--- src/rtl/alu_pkg.sv ---
// Shared types and constants for the registered ALU execute stage.
package alu_pkg;

   localparam int ALU_WIDTH = 32;

   typedef enum logic [2:0] {
      OP_ADD  = 3'b000,
      OP_SUB  = 3'b001,
      OP_INC  = 3'b010,
      OP_DEC  = 3'b011,
      OP_PASS = 3'b100,
      OP_NOT  = 3'b101,
      OP_OR   = 3'b110,
      OP_AND  = 3'b111
   } alu_op_e;

endpackage

--- src/rtl/alu_core.sv ---
// Combinational ALU datapath: one shared adder serves ADD/SUB/INC/DEC,
// logic ops bypass it. Produces the next result and status flags.
module alu_core
   import alu_pkg::*;
#(
   parameter int WIDTH = ALU_WIDTH
) (
   input  logic [WIDTH-1:0] a,
   input  logic [WIDTH-1:0] b,
   input  alu_op_e          op,
   output logic [WIDTH-1:0] result,
   output logic             zero,
   output logic             negative,
   output logic             carry,
   output logic             overflow
);

   logic             is_arith;
   logic             is_sub;
   logic [WIDTH-1:0] addend;
   logic [WIDTH:0]   sum;

   // Build adder operands: B or constant 1, inverted with carry-in for subtraction
   always_comb begin
      is_arith = (op == OP_ADD) || (op == OP_SUB) || (op == OP_INC) || (op == OP_DEC);
      is_sub   = (op == OP_SUB) || (op == OP_DEC);
      addend   = ((op == OP_ADD) || (op == OP_SUB)) ? b : {{(WIDTH-1){1'b0}}, 1'b1};
      if (is_sub) begin
         addend = ~addend;
      end
      sum = {1'b0, a} + {1'b0, addend} + {{WIDTH{1'b0}}, is_sub};
   end

   // Select result and derive flags; carry inverts to a borrow on subtraction
   always_comb begin
      result   = '0;
      carry    = 1'b0;
      overflow = 1'b0;
      unique case (op)
         OP_PASS: result = a;
         OP_NOT:  result = ~a;
         OP_OR:   result = a | b;
         OP_AND:  result = a & b;
         default: result = sum[WIDTH-1:0];
      endcase
      if (is_arith) begin
         carry    = sum[WIDTH] ^ is_sub;
         overflow = (a[WIDTH-1] == addend[WIDTH-1]) && (sum[WIDTH-1] != a[WIDTH-1]);
      end
      zero     = (result == '0);
      negative = result[WIDTH-1];
   end

endmodule

--- src/rtl/alu_32bit.sv ---
// Registered ALU execute stage: enable gating in front of an
// asynchronously reset output register, one operation per cycle.
module alu_32bit
   import alu_pkg::*;
#(
   parameter int WIDTH = ALU_WIDTH
) (
   input  logic             clk,
   input  logic             rst_n,
   input  logic [WIDTH-1:0] A,
   input  logic [WIDTH-1:0] B,
   input  logic [2:0]       opcode,
   input  logic             enable,
   output logic [WIDTH-1:0] result,
   output logic             valid,
   output logic             zero,
   output logic             negative,
   output logic             carry,
   output logic             overflow
);

   logic [WIDTH-1:0] core_result;
   logic             core_zero;
   logic             core_negative;
   logic             core_carry;
   logic             core_overflow;

   alu_core #(.WIDTH(WIDTH)) u_core (
      .a        (A),
      .b        (B),
      .op       (alu_op_e'(opcode)),
      .result   (core_result),
      .zero     (core_zero),
      .negative (core_negative),
      .carry    (core_carry),
      .overflow (core_overflow)
   );

   // Capture the operation when enabled; otherwise register all-zero outputs
   always_ff @(posedge clk or negedge rst_n) begin
      if (!rst_n) begin
         result   <= '0;
         valid    <= 1'b0;
         zero     <= 1'b0;
         negative <= 1'b0;
         carry    <= 1'b0;
         overflow <= 1'b0;
      end else if (enable) begin
         result   <= core_result;
         valid    <= 1'b1;
         zero     <= core_zero;
         negative <= core_negative;
         carry    <= core_carry;
         overflow <= core_overflow;
      end else begin
         result   <= '0;
         valid    <= 1'b0;
         zero     <= 1'b0;
         negative <= 1'b0;
         carry    <= 1'b0;
         overflow <= 1'b0;
      end
   end

endmodule

--- config.mk ---
export PLATFORM = sky130hd
export DESIGN_NAME = alu_32bit
export DESIGN_NICKNAME = d
export VERILOG_FILES = /design/src/rtl/alu_pkg.sv /design/src/rtl/alu_core.sv /design/src/rtl/alu_32bit.sv
export SDC_FILE = /design/constraint.sdc
export NUM_CORES = 1
export LEC_CHECK = 0
export BUFFER_PORTS_ARGS = -buffer_cell sky130_fd_sc_hd__buf_2
export CAP_MARGIN = 10
export CORE_ASPECT_RATIO = 0.5
export CORE_UTILIZATION = 30
export CTS_BUF_LIST = sky130_fd_sc_hd__clkbuf_4
export CTS_CLUSTER_SIZE = 20
export DETAILED_ROUTE_END_ITERATION = 12
export GPL_ROUTABILITY_DRIVEN = 0
export GPL_TIMING_DRIVEN = 1
export MAX_ROUTING_LAYER = met4
export PLACE_DENSITY_LB_ADDON = 0.25
export SYNTH_ARGS = -nofsm -noshare
export SYNTH_HDL_FRONTEND = slang
export SYNTH_HIERARCHICAL = 1
export SYNTH_SLANG_ARGS = --single-unit
--- constraint.sdc ---
create_clock -name clk -period 0.8 [get_ports clk]
set_clock_uncertainty 0.1 [all_clocks]
set_input_delay 0.2 -clock clk [delete_from_list [all_inputs] [get_ports clk]]
set_output_delay 0.2 -clock clk [all_outputs]
set_load 0.01 [all_outputs]
-- After elaboration in Yosys (flattened, before gate mapping)
Index checks and enable logic that the tools add are counted.
- output and inout bits: 37
- bits of input ports: 70
- word-level logic and storage cells: 40
- register bits after elaboration: 37
- bitwise gates (word level): 5
- $add $sub $neg: 2
- equal/unequal tests: 9
- reductions and logical operators: 7
- multiplexer cells: 11
- operators with widths (kind ; number):
    $pmux 32 s4 ; 1
    $mux 32 ; 3
    $not 32->32 ; 2
    $add 32x32->33 ; 1
    $add 33x1->33 ; 1
    $and 32x32->32 ; 1
    $logic_not 32->1 ; 1
    $or 32x32->32 ; 1
    $eq 3x3->1 const B ; 4
    $mux 1 ; 7
    $eq 3x2->1 const B ; 2
    $logic_or 1x1->1 ; 4
    $eq 3x1->1 const B ; 1
    $logic_not 3->1 ; 1
    $eq 1x1->1 ; 1
    $logic_and 1x1->1 ; 1
    $ne 1x1->1 ; 1
    $xor 1x1->1 ; 1

-- Depth between registers and ports, before layout
Gate-level depths: netlist of the first run.
- depth in word-level cells: 11
- mapped depth: 21
- depth with buffers taken out: 15

-- Cells and area by module
The synthesis of the first run kept the hierarchy.
- modules (own cells, without submodules) (module ; cells an instance ; area each (µm²) ; times used ; sequential area each (µm²)):
    alu_core ; 650 ; 4083.9 ; 1 ; 0.0
    alu_32bit ; 76 ; 1211.2 ; 1 ; 925.9

-- Least setup slack after synthesis of the first run
OpenSTA, ideal clock, no wires.
- path kind: input port to flip-flop
- start: in opcode[1]
- end: reg zero
- buffers on the path: 7
- arrival time: 4.658 ns
- slack: -4.022 ns
- setup time: 0.064 ns
- required time: 0.636 ns
- stages: 21
- path through: buf_6 clkbuf_1 clkbuf_1 buf_1 buf_1 clkbuf_1 nor2b_1 xnor2_1 nor2_1 ha_1 clkbuf_1 nand4_1 o22ai_1 a211oi_4 a31oi_1 mux2_2 or4_1 nor4_2 nand4b_1 nor4_2 and2_2
- cells in the longest elaborated chain, start to end: 10
- elaborated cells between the ends (all ways): 17
- those cells by class: add/sub: 2; eq/ne: 6; mux: 4; bitwise: 1; reduce/logical: 4
- ends and longest elaborated chain (element ; RTL line ; source):
    from (decl) ; alu_32bit.sv:12 ; input logic [2:0] opcode,
    $eq 3x1->1 or $logic_not 3->1 (tied branches) ; alu_core.sv:26, alu_core.sv:27 ;
    $logic_or 1x1->1 ; alu_core.sv:27 ; addend = ((op == OP_ADD) || (op == OP_SUB)) ? b : {{(WIDTH-1){1'b0}}, 1'b1};
    $mux 32 ; alu_core.sv:27 ;
    $not 32->32 ; alu_core.sv:29 ; addend = ~addend;
    $mux 32 ; alu_core.sv:28 ; if (is_sub) begin
    $add 32x32->33 ; alu_core.sv:31 ; sum = {1'b0, a} + {1'b0, addend} + {{WIDTH{1'b0}}, is_sub};
    $add 33x1->33 ; alu_core.sv:31 ;
    $pmux 32 s4 (*) ; alu_core.sv:39 ; unique case (op)
    $logic_not 32->1 (*) ; alu_core.sv:50 ; zero = (result == '0);
    via core_zero ; alu_32bit.sv:23 ; logic core_zero;
    $mux 1 (*) ; alu_32bit.sv:48 ; end else if (enable) begin
    to (signal assigned) ; alu_32bit.sv:51 ; zero <= core_zero;
    to (decl) ; alu_32bit.sv:16 ; output logic zero,
Mark *: on every way through the listed nets, which the timed path passes. The rest lies on a longest branch.

-- Final worst setup path of the first run
- start: in opcode[2]
- end: reg zero
Same word-level chain as after synthesis.

==> metrics, run 1 <==
status=complete, but fails checks; failing checks=negative setup slack; GRT overflow=0; critical path launch point type=primary input; crit-path max FO=3; 1st-pass router iterations=4; WL per Instance=15.9 um; Final ANT Viol Nets=0; Yosys reg bits=37; Top delay family on crit path=simple AND/OR/NAND/NOR gates; clock-pin transition on the worst setup and hold timing paths=around 100 ps; CP Cell Sequence=buf_8, or4b_4, and2_4, fa_2, nor2b_4, o31a_1, o21ai_2, a31oi_2, mux2_4, or4_1, nor4_2, nand4b_1, nor4_2, and2_4; CP required=980 ps; WL final=20400 um; Die ar.=0.0182 mm^2; pwr dens=1120 mW/mm^2; clock buffer depth=2; most frequent cells after synthesis=nand2_1, nor2_1, nor2b_1, a21oi_1, xnor2_1; nets=1157; Slew Limit Fails=0; cells after synthesis=726; Tcrit/Tclk final=413%; Hold Vio Cnt, Final=0; non-filler cells, final=1280; vias per cell=5.19; gr usage total=22.7%; P_leak=4.17 nW; CP bufs+invs=1; critical path class=in2reg; Yosys warnings=6; Post-synth EDFFs=0; top-count cell post-synth=nand2_1; Ant. Diodes=0; Num CTS Buffers=5; CTS root buf=clkbuf_4; largest family of logic cells by synthesized area=simple AND/OR/NAND/NOR gates; multiplexer area fraction after synthesis=under 10%; Layout area overhead=69.6%; htree depth=2; Die H=about 96 um; Clock Sink Count=37; sequential fraction of the synthesis area=between 10% and 20%; Worst Setup Slack, final=-2500 ps; arrival time worst endpoint=3480 ps; dpl cells=around 1200; count of cell types in the netlist=85; Synth Area in Compound Gates=between 20 and 30%; post-synthesis simple-gate area fraction=34.2%; CP Capture Type=register; CORE AREA=0.0168 mm^2; IO Count=roughly 110; antenna violations before repair=0; Max VDD drop=slightly above 0.5 mV; die width=190 um; post-layout min period=approximately 3300 ps; Site Rows=33; MaxCap Viol Count=0; largest net degree at the start of global routing=38; DRC=0; Post-Syn Nets=829; mapped cell area=0.00530 mm^2; Area contributors post-synth=dfrtp_1, ha_1, xnor2_1, nand2_1, and2_2; Crit-path slowest cell=or4b_4; via count of the first global-routing pass=6569; worst rel slew slack=64.8%; first-pass GRT wire length=approximately 32000 um; # setup viols final=73; CTS tree=done; post-synth top area share=between 10% and 20%; Post-Synth XOR/XNOR Area=roughly 7%; RSZ-0062 raised after global routing=true; final core occ=53.4%; Sum Neg Setup Slack=-76120 ps; IO Port Bufs=106; DRT iter0 DRCs=320; hpwl dp=15500 um; proportion of layout cells with a drive suffix above 1=52.4%; fmax=303 MHz; Hold WC Path Type=in2reg; Most used DFF post-synth=dfrtp_1; routed vias=~6600; Starting Density=between 30% and 40%; Mapped Avg Cell Area=approximately 7.3 um^2; area leader, netlist=dfrtp_1; async set or reset register ratio after synthesis=100%; peak per-stage delay on the critical path=540 ps; Worst Tran Pin Value=roughly 530 ps; Post-Synth Adder-Cell Area=8.13%
==> routing by layer <==
metal	share of wire, %	vias up	global-route usage (%)
met5	0	-	-
met2	47	140	38.8
li1	-	3276	-
met1	48	3197	29.3
met3	3.2	29	2.33
met4	1.4	0	4.10
==> cells by family after synthesis <==
family / Yosys count
adders and majority gates: 34
AOI/OAI and AO/OA: 202
DFF: 37
buffers and inverters: 64
xor gates and xnor gates: 42
and+or+nand+nor: 340
muxes: 7
==> flip-flops by register name, summed over array words and instances, names as in the netlist <==
register,flops
overflow,1
valid,1
zero,1
result,32
carry,1
negative,1
==> through the flow <==
stage                     power, W  hold slack [ps]  cell area, um^2  worst slack [ps]
final                       0.0100              159             8980             -2500
after global routing        0.0107              165             8980             -2640
after CTS                  0.00977              157             8800             -2450
after detailed placement   0.00799             76.7             7950             -2960
after global placement     0.00793             70.6             7950             -2880
after floorplan            0.00551             -196             5800             -3140
==> path summary, 6_finish.rpt <==
| kind | depth (start not counted) | slack, ps | from | to |
|---|---|---|---|---|
| min in group asynchronous | 3 | 250 | rst_n | result[7] |
| max | 14 | -2500 | opcode[2] | zero |
| min | 1 | 160 | enable | valid |
| max in group asynchronous | 3 | 160 | rst_n | result[15] |
==> power breakdown <==
part           switching [W]  internal, W
registers          0.0000563      0.00206
clock network       0.000572     0.000305
logic                0.00336      0.00367
total                0.00399      0.00603
==> area by class of cell <==
class / instances / area, um^2
repair buffers: 371 / 2770
clock inverters: 1 / 5.00
well taps: 227 / 284
flip-flops and latches: 37 / 926
multi-input cells: 625 / 4900
fillers: 1555 / 7830
inverters: 14 / 56.3
clock buffers: 5 / 37.5
==> placed cells by master, fill, tap and decap left out, types with 5 or more instances in the layout <==
cell type / count
a211oi_1: 6
a211oi_2: 8
a21o_1: 13
a21oi_1: 19
a21oi_2: 17
a21oi_4: 7
a31oi_1: 8
and2_2: 18
and2_4: 21
and3_1: 6
buf_12: 7
buf_2: 100
buf_4: 231
buf_6: 28
clkbuf_4: 5
dfrtp_1: 37
ha_1: 25
inv_1: 10
nand2_1: 85
nand3_1: 22
nand4_1: 10
nor2_1: 63
nor2_2: 7
nor2b_1: 25
nor2b_4: 14
nor3_1: 16
o211ai_1: 10
o21a_1: 6
o21ai_0: 26
o21ai_1: 7
o21ai_2: 7
o31a_1: 5
or3_1: 5
xnor2_1: 33
xnor2_2: 5
==> timing repair <==
action                                  CTS  global route
endpoints found under the hold margin    37             0
pin swaps                                47            17
resized for setup                       116            33
hold buffers                              1             0
gates cloned                              1             1
endpoints found under the setup margin   73            73
setup buffers                            34             9
No activity file was read; power rests on OpenSTA's default activity.
==> inputs of run 2 (changes only) <==
--- a/config.mk
+++ b/config.mk
@@ -13,7 +13,7 @@
 export CTS_CLUSTER_SIZE = 20
 export DETAILED_ROUTE_END_ITERATION = 12
 export GPL_ROUTABILITY_DRIVEN = 0
-export GPL_TIMING_DRIVEN = 1
+export GPL_TIMING_DRIVEN = 0
 export MAX_ROUTING_LAYER = met4
 export PLACE_DENSITY_LB_ADDON = 0.25
 export SYNTH_ARGS = -nofsm -noshare
==> constraint.sdc (replaced) <==
create_clock -name clk -period 3.8 [get_ports clk]
set_clock_uncertainty 0.1 [all_clocks]
set_input_delay 0.95 -clock clk [delete_from_list [all_inputs] [get_ports clk]]
set_output_delay 0.95 -clock clk [all_outputs]
set_load 0.01 [all_outputs]
==> metrics, run 2 (same netlist as run 1, synthesis figures left out) <==
CP Capture Type=register; clock-pin transition on the worst setup and hold timing paths=120 ps (+20 ps); DRT iter0 DRCs=571 (+78%); WL per Instance=19.4 um (+21%); Worst Tran Pin Value=798 ps (+269 ps); crit-path max FO=3 (unchanged); Ant. Diodes=0 (unchanged); max FFs per register=32 (unchanged); pwr dens=248 mW/mm^2 (-78%); 1st-pass router iterations=5 (+1); CTS hold repair buffers=0 (-1); die width=190 um (unchanged); antenna violations before repair=0 (unchanged); worst slack, placed=-2020 ps (+940 ps); IO Port Bufs=105 (-0.94%); largest net degree at the start of global routing=38 (unchanged); CORE AREA=0.0168 mm^2 (unchanged); GRT overflow=0 (unchanged); CTS root buf=clkbuf_4; Layout area overhead=51.5%; commonest non-fill, non-tap cell in the layout=buf_2; Die H=95.9 um (unchanged); critical path class=in2reg; Num CTS Buffers=5 (unchanged); FILL cells=1631 (+4.9%); Worst Setup Slack, final=-510 ps (+1990 ps); MaxCap Viol Count=0 (unchanged); WL final=22000 um (+7.9%); Slew Limit Fails=0 (unchanged); final core occ=47.7% (-5.7 points); Starting Density=31.5% (unchanged); CTS tree=done; WHS=581 ps (+422 ps); Placed Area=0.00655 mm^2 (-18%); status=complete, but fails checks; Hold WC Path Type=in2async; routed vias=6383 (-3.9%); P_leak=3.48 nW (-17%); area of the multi-input gates=0.00495 mm^2 (+1.0%); htree depth=2 (unchanged); nets=1012 (-13%); via count of the first global-routing pass=5877 (-11%); total power=0.00199 W (-80%); Top delay family on crit path=simple AND/OR/NAND/NOR gates; CP Cell Sequence=buf_12, buf_4, or4b_4, and2_4, fa_2, nor2b_4, o31a_1, o21ai_4, buf_6, buf_6, a21boi_0, o31ai_1, or3_1, nor4_4, nand4b_1, nor4_2, and2_4; Crit-path slowest cell=or4b_4; Site Rows=33 (unchanged); proportion of layout cells with a drive suffix above 1=43.0% (-9.5 points); peak per-stage delay on the critical path=560 ps (+20 ps); Max VDD drop=0.189 mV (-63%); critical path launch point type=primary input; IO Count=107 (unchanged); Final ANT Viol Nets=0 (unchanged); first-pass GRT wire length=32300 um (+0.34%); post-layout min period=4310 ps; clock buffer depth=2 (unchanged); critical path launch point=opcode[2]; # setup viols final=4 (-95%); Clock Sink Count=37 (unchanged); Biggest register=result; CP required=3980 ps (+3000 ps); vias per cell=5.61 (+8.2%); DRC=0 (unchanged); worst rel slew slack=46.8% (-18 points); register area=926 um^2 (unchanged); gr usage total=23.6% (+0.97 points); hpwl dp=15400 um (-0.79%); arrival time worst endpoint=4490 ps (+1010 ps); final instance area=0.00802 mm^2 (-11%); Die ar.=0.0182 mm^2 (unchanged); RSZ-0062 raised after global routing=true; failing checks=negative setup slack; fmax=232 MHz; commonest cells after routing, fill and taps aside=buf_2, nand2_1, buf_4; Hold Vio Cnt, Final=0 (unchanged); CP bufs+invs=4 (+3); Tcrit/Tclk final=113%
[run 2: cell count changes in the layout (fill, tap and decap cells not counted), moves of 7 or more]
cell       before  now
clkbuf_1        0    8
clkbuf_16       1    8
and2_4         21   12
buf_6          28   14
buf_4         231   71
and2_2         18   25
[run 2: what timing repair did]
action	4_1_cts	5_1_grt
gates cloned	2	2
setup endpoints to repair	33	18
pin swaps	37	65
setup buffers	51	32
gates resized for setup	95	95
[run 2: through the flow]
step / instances / setup TNS [ps]
final: 1137 / -1010
after global routing: 1137 / -1660
after CTS: 1117 / -2370
after detailed placement: 1058 / -38510
after global placement: 1058 / -37770
after floorplan: 726 / -4970
[run 2: final timing paths]
check                             end  depth (start not counted)  slack, ps
setup / recovery                 zero                         17       -510
hold / removal              result[0]                          1        580
max in group asynchronous  result[27]                          1       2510
min in group clk                valid                          1        720
[run 2: power by group]
group | switching [W] | internal [W] | total, W
Combinational | 0.000683 | 0.000596 | 0.00128
Sequential | 0.0000106 | 0.000433 | 0.000443
Clock | 0.000133 | 0.000136 | 0.000269
Total | 0.000826 | 0.00116 | 0.00199
[run 2: cell type report]
class                   count  share of cell area, %
plain buffers              35                   5.23
well taps                 227                   3.54
inverters                  14                  0.655
multi-input cells         625                   61.7
flip-flops and latches     37                   11.5
clock buffers               5                  0.468
clock inverters             3                  0.515
repair buffers            191                   16.3
[run 2: per-layer routing]
layer / vias up / routed length [um] / share of wire (%) / track usage [%]
met5: - / 0 / 0 / -
met4: 0 / 614 / 2.8 / 6.52
met3: 37 / 1340 / 6.1 / 2.66
met2: 229 / 10200 / 46 / 38.9
met1: 3123 / 9850 / 45 / 30.9
li1: 2994 / - / - / -
==> inputs of run 3 (changes only) <==
--- a/config.mk
+++ b/config.mk
@@ -7,6 +7,8 @@
 export LEC_CHECK = 0
 export BUFFER_PORTS_ARGS = -buffer_cell sky130_fd_sc_hd__buf_2
 export CAP_MARGIN = 10
+export CELL_PAD_IN_SITES_DETAIL_PLACEMENT = 1
+export CELL_PAD_IN_SITES_GLOBAL_PLACEMENT = 1
 export CORE_ASPECT_RATIO = 0.5
 export CORE_UTILIZATION = 30
 export CTS_BUF_LIST = sky130_fd_sc_hd__clkbuf_4
@@ -16,6 +18,7 @@
 export GPL_TIMING_DRIVEN = 0
 export MAX_ROUTING_LAYER = met4
 export PLACE_DENSITY_LB_ADDON = 0.25
+export RECOVER_POWER = 25
 export SYNTH_ARGS = -nofsm -noshare
 export SYNTH_HDL_FRONTEND = slang
 export SYNTH_HIERARCHICAL = 1
==> metrics, run 3 (same netlist as run 1, synthesis figures left out) <==
status=complete, but fails checks; failing checks=negative setup slack; Clock Sink Count=37 (unchanged); WL final=26800 um (+22%); 1st-pass router iterations=6 (+1); Final ANT Viol Nets=0 (unchanged); Hold Vio Cnt, Final=0 (unchanged); commonest non-fill, non-tap cell in the layout=buf_2; IO Port Bufs=105 (unchanged); CTS tree=done; proportion of layout cells with a drive suffix above 1=46.6% (+3.7 points); # setup viols final=8 (+4); GRT overflow=0 (unchanged); arrival time worst endpoint=4630 ps (+140 ps); Die ar.=0.0182 mm^2 (unchanged); Ant. Diodes=0 (unchanged); CTS root buf=clkbuf_4; peak per-stage delay on the critical path=550 ps (about the same); critical path class=in2reg; MaxCap Viol Count=0 (unchanged); CP Capture Type=register; gr usage total=27.3% (+3.7 points); CORE AREA=0.0168 mm^2 (unchanged); Site Rows=33 (unchanged); die width=190 um (unchanged); DRC=0 (unchanged); commonest cells after routing, fill and taps aside=buf_2, buf_4, nand2_1; Num CTS Buffers=5 (unchanged); Hold WC Path Type=in2async; CP Cell Sequence=buf_12, buf_6, or4b_4, and2_4, fa_2, nor2b_4, o31a_1, buf_4, buf_6, o211a_1, o21bai_1, nor4b_2, nand4bb_1, nor4_2, nand4b_1, nor4_2, and2_4; Worst Tran Pin Value=886 ps (+88.5 ps); Max VDD drop=0.140 mV (-26%); post-layout min period=4410 ps (+104 ps); met1 Resource Use GR=34.3% (+3.4 points); Biggest register=result; dpl cells=1058 (unchanged); met3 GRT Util=2.92% (+0.26 points); first-pass GRT wire length=37000 um (+14%); nets=1035 (+2.3%); Slew Limit Fails=0 (unchanged); vias per cell=5.83 (+3.8%); clock buffer depth=2 (unchanged); fmax=227 MHz (-2.4%); pwr dens=254 mW/mm^2 (+2.2%); Tcrit/Tclk final=116% (+2.7 points); critical path launch point type=primary input; largest net degree at the start of global routing=38 (unchanged); CP required=4020 ps (+40 ps); via count of the first global-routing pass=6703 (+14%); P_leak=3.66 nW (+5.3%); met2 GRT Util=48.1% (+9.2 points); crit-path max FO=3 (unchanged); Layout area overhead=62.0%; antenna violations before repair=0 (unchanged); CP bufs+invs=4 (unchanged); clock-pin transition on the worst setup and hold timing paths=120 ps (about the same); Die H=95.9 um (unchanged); RSZ-0062 raised after global routing=true; GR peak layer=met2; Sum Neg Setup Slack=-2080 ps (-1080 ps); hpwl dp=17100 um (+11%); DRT iter0 DRCs=497 (-13%); Starting Density=31.5% (unchanged); Crit-path slowest cell=or4b_4; Worst Setup Slack, final=-614 ps (-104 ps); Top delay family on crit path=simple AND/OR/NAND/NOR gates; worst rel slew slack=40.9% (-5.9 points); WL per Instance=23.1 um (+19%); non-filler cells, final=1160 (+2.0%); htree depth=2 (unchanged); max FFs per register=32 (unchanged); IO Count=107 (unchanged); routed vias=6759 (+5.9%)
## run 3: changes by cell type in the layout (fill, tap and decap cells not counted), sizes merged
cell	before	now
bufbuf	0	1
buf	202	225
clkbuf	29	28
## run 3: cell type report
| cell class | instances | area, um^2 |
|---|---|---|
| timing repair buffer | 212 | 1510 |
| fill | 1949 | 8230 |
| clock inverter | 3 | 46.3 |
| tap | 227 | 284 |
| sequential | 37 | 926 |
| buffer | 37 | 462 |
| clock buffer | 5 | 37.5 |
| multi-input combinational | 625 | 5260 |
| inverter | 14 | 52.6 |
## run 3: report_power, final
group	switching (W)	internal [W]
combinational	0.000776	0.000668
sequential	0.0000110	0.000433
clock	0.000148	0.000139
## run 3: metal layers
metal,part of all wire (%),vias up
met2,48,271
met3,6.8,55
met1,42,3410
met5,0,-
li1,-,3023
met4,2.6,0
## run 3: timing repair
| action | CTS | global route |
|---|---|---|
| gates resized for setup | 153 | 81 |
| hold buffers | 0 | 0 |
| gates cloned | 2 | 5 |
| pin swaps | 62 | 65 |
| endpoints found under the setup margin | 33 | 18 |
| buffers inserted | 67 | 35 |
## run 3: worst max-delay path by stage
stage / slack, ps / start / endpoint / cells past startpoint
4_1_cts: -630 / opcode[2] / zero / 20
5_1_grt: -640 / opcode[2] / zero / 17
2_1_floorplan: -900 / opcode[1] / zero / 20
6_report: -610 / opcode[2] / zero / 17
3_5_place_dp: -2110 / opcode[0] / zero / 19
3_3_place_gp: -2070 / opcode[0] / zero / 19
## run 3: through the flow
step / worst slack [ps] / hold WS [ps] / area (um^2) / util [%] / power (W)
after global routing: -640 / 610 / 8580 / 51.0 / 0.00229
after CTS: -633 / 580 / 8000 / 47.6 / 0.00200
after detailed placement: -2110 / 988 / 6550 / 39.0 / 0.00145
after global placement: -2070 / 961 / 6550 / 39.0 / 0.00142
after floorplan: -896 / 554 / 5740 / - / 0.00114
final: -614 / 575 / 8580 / 51.0 / 0.00217
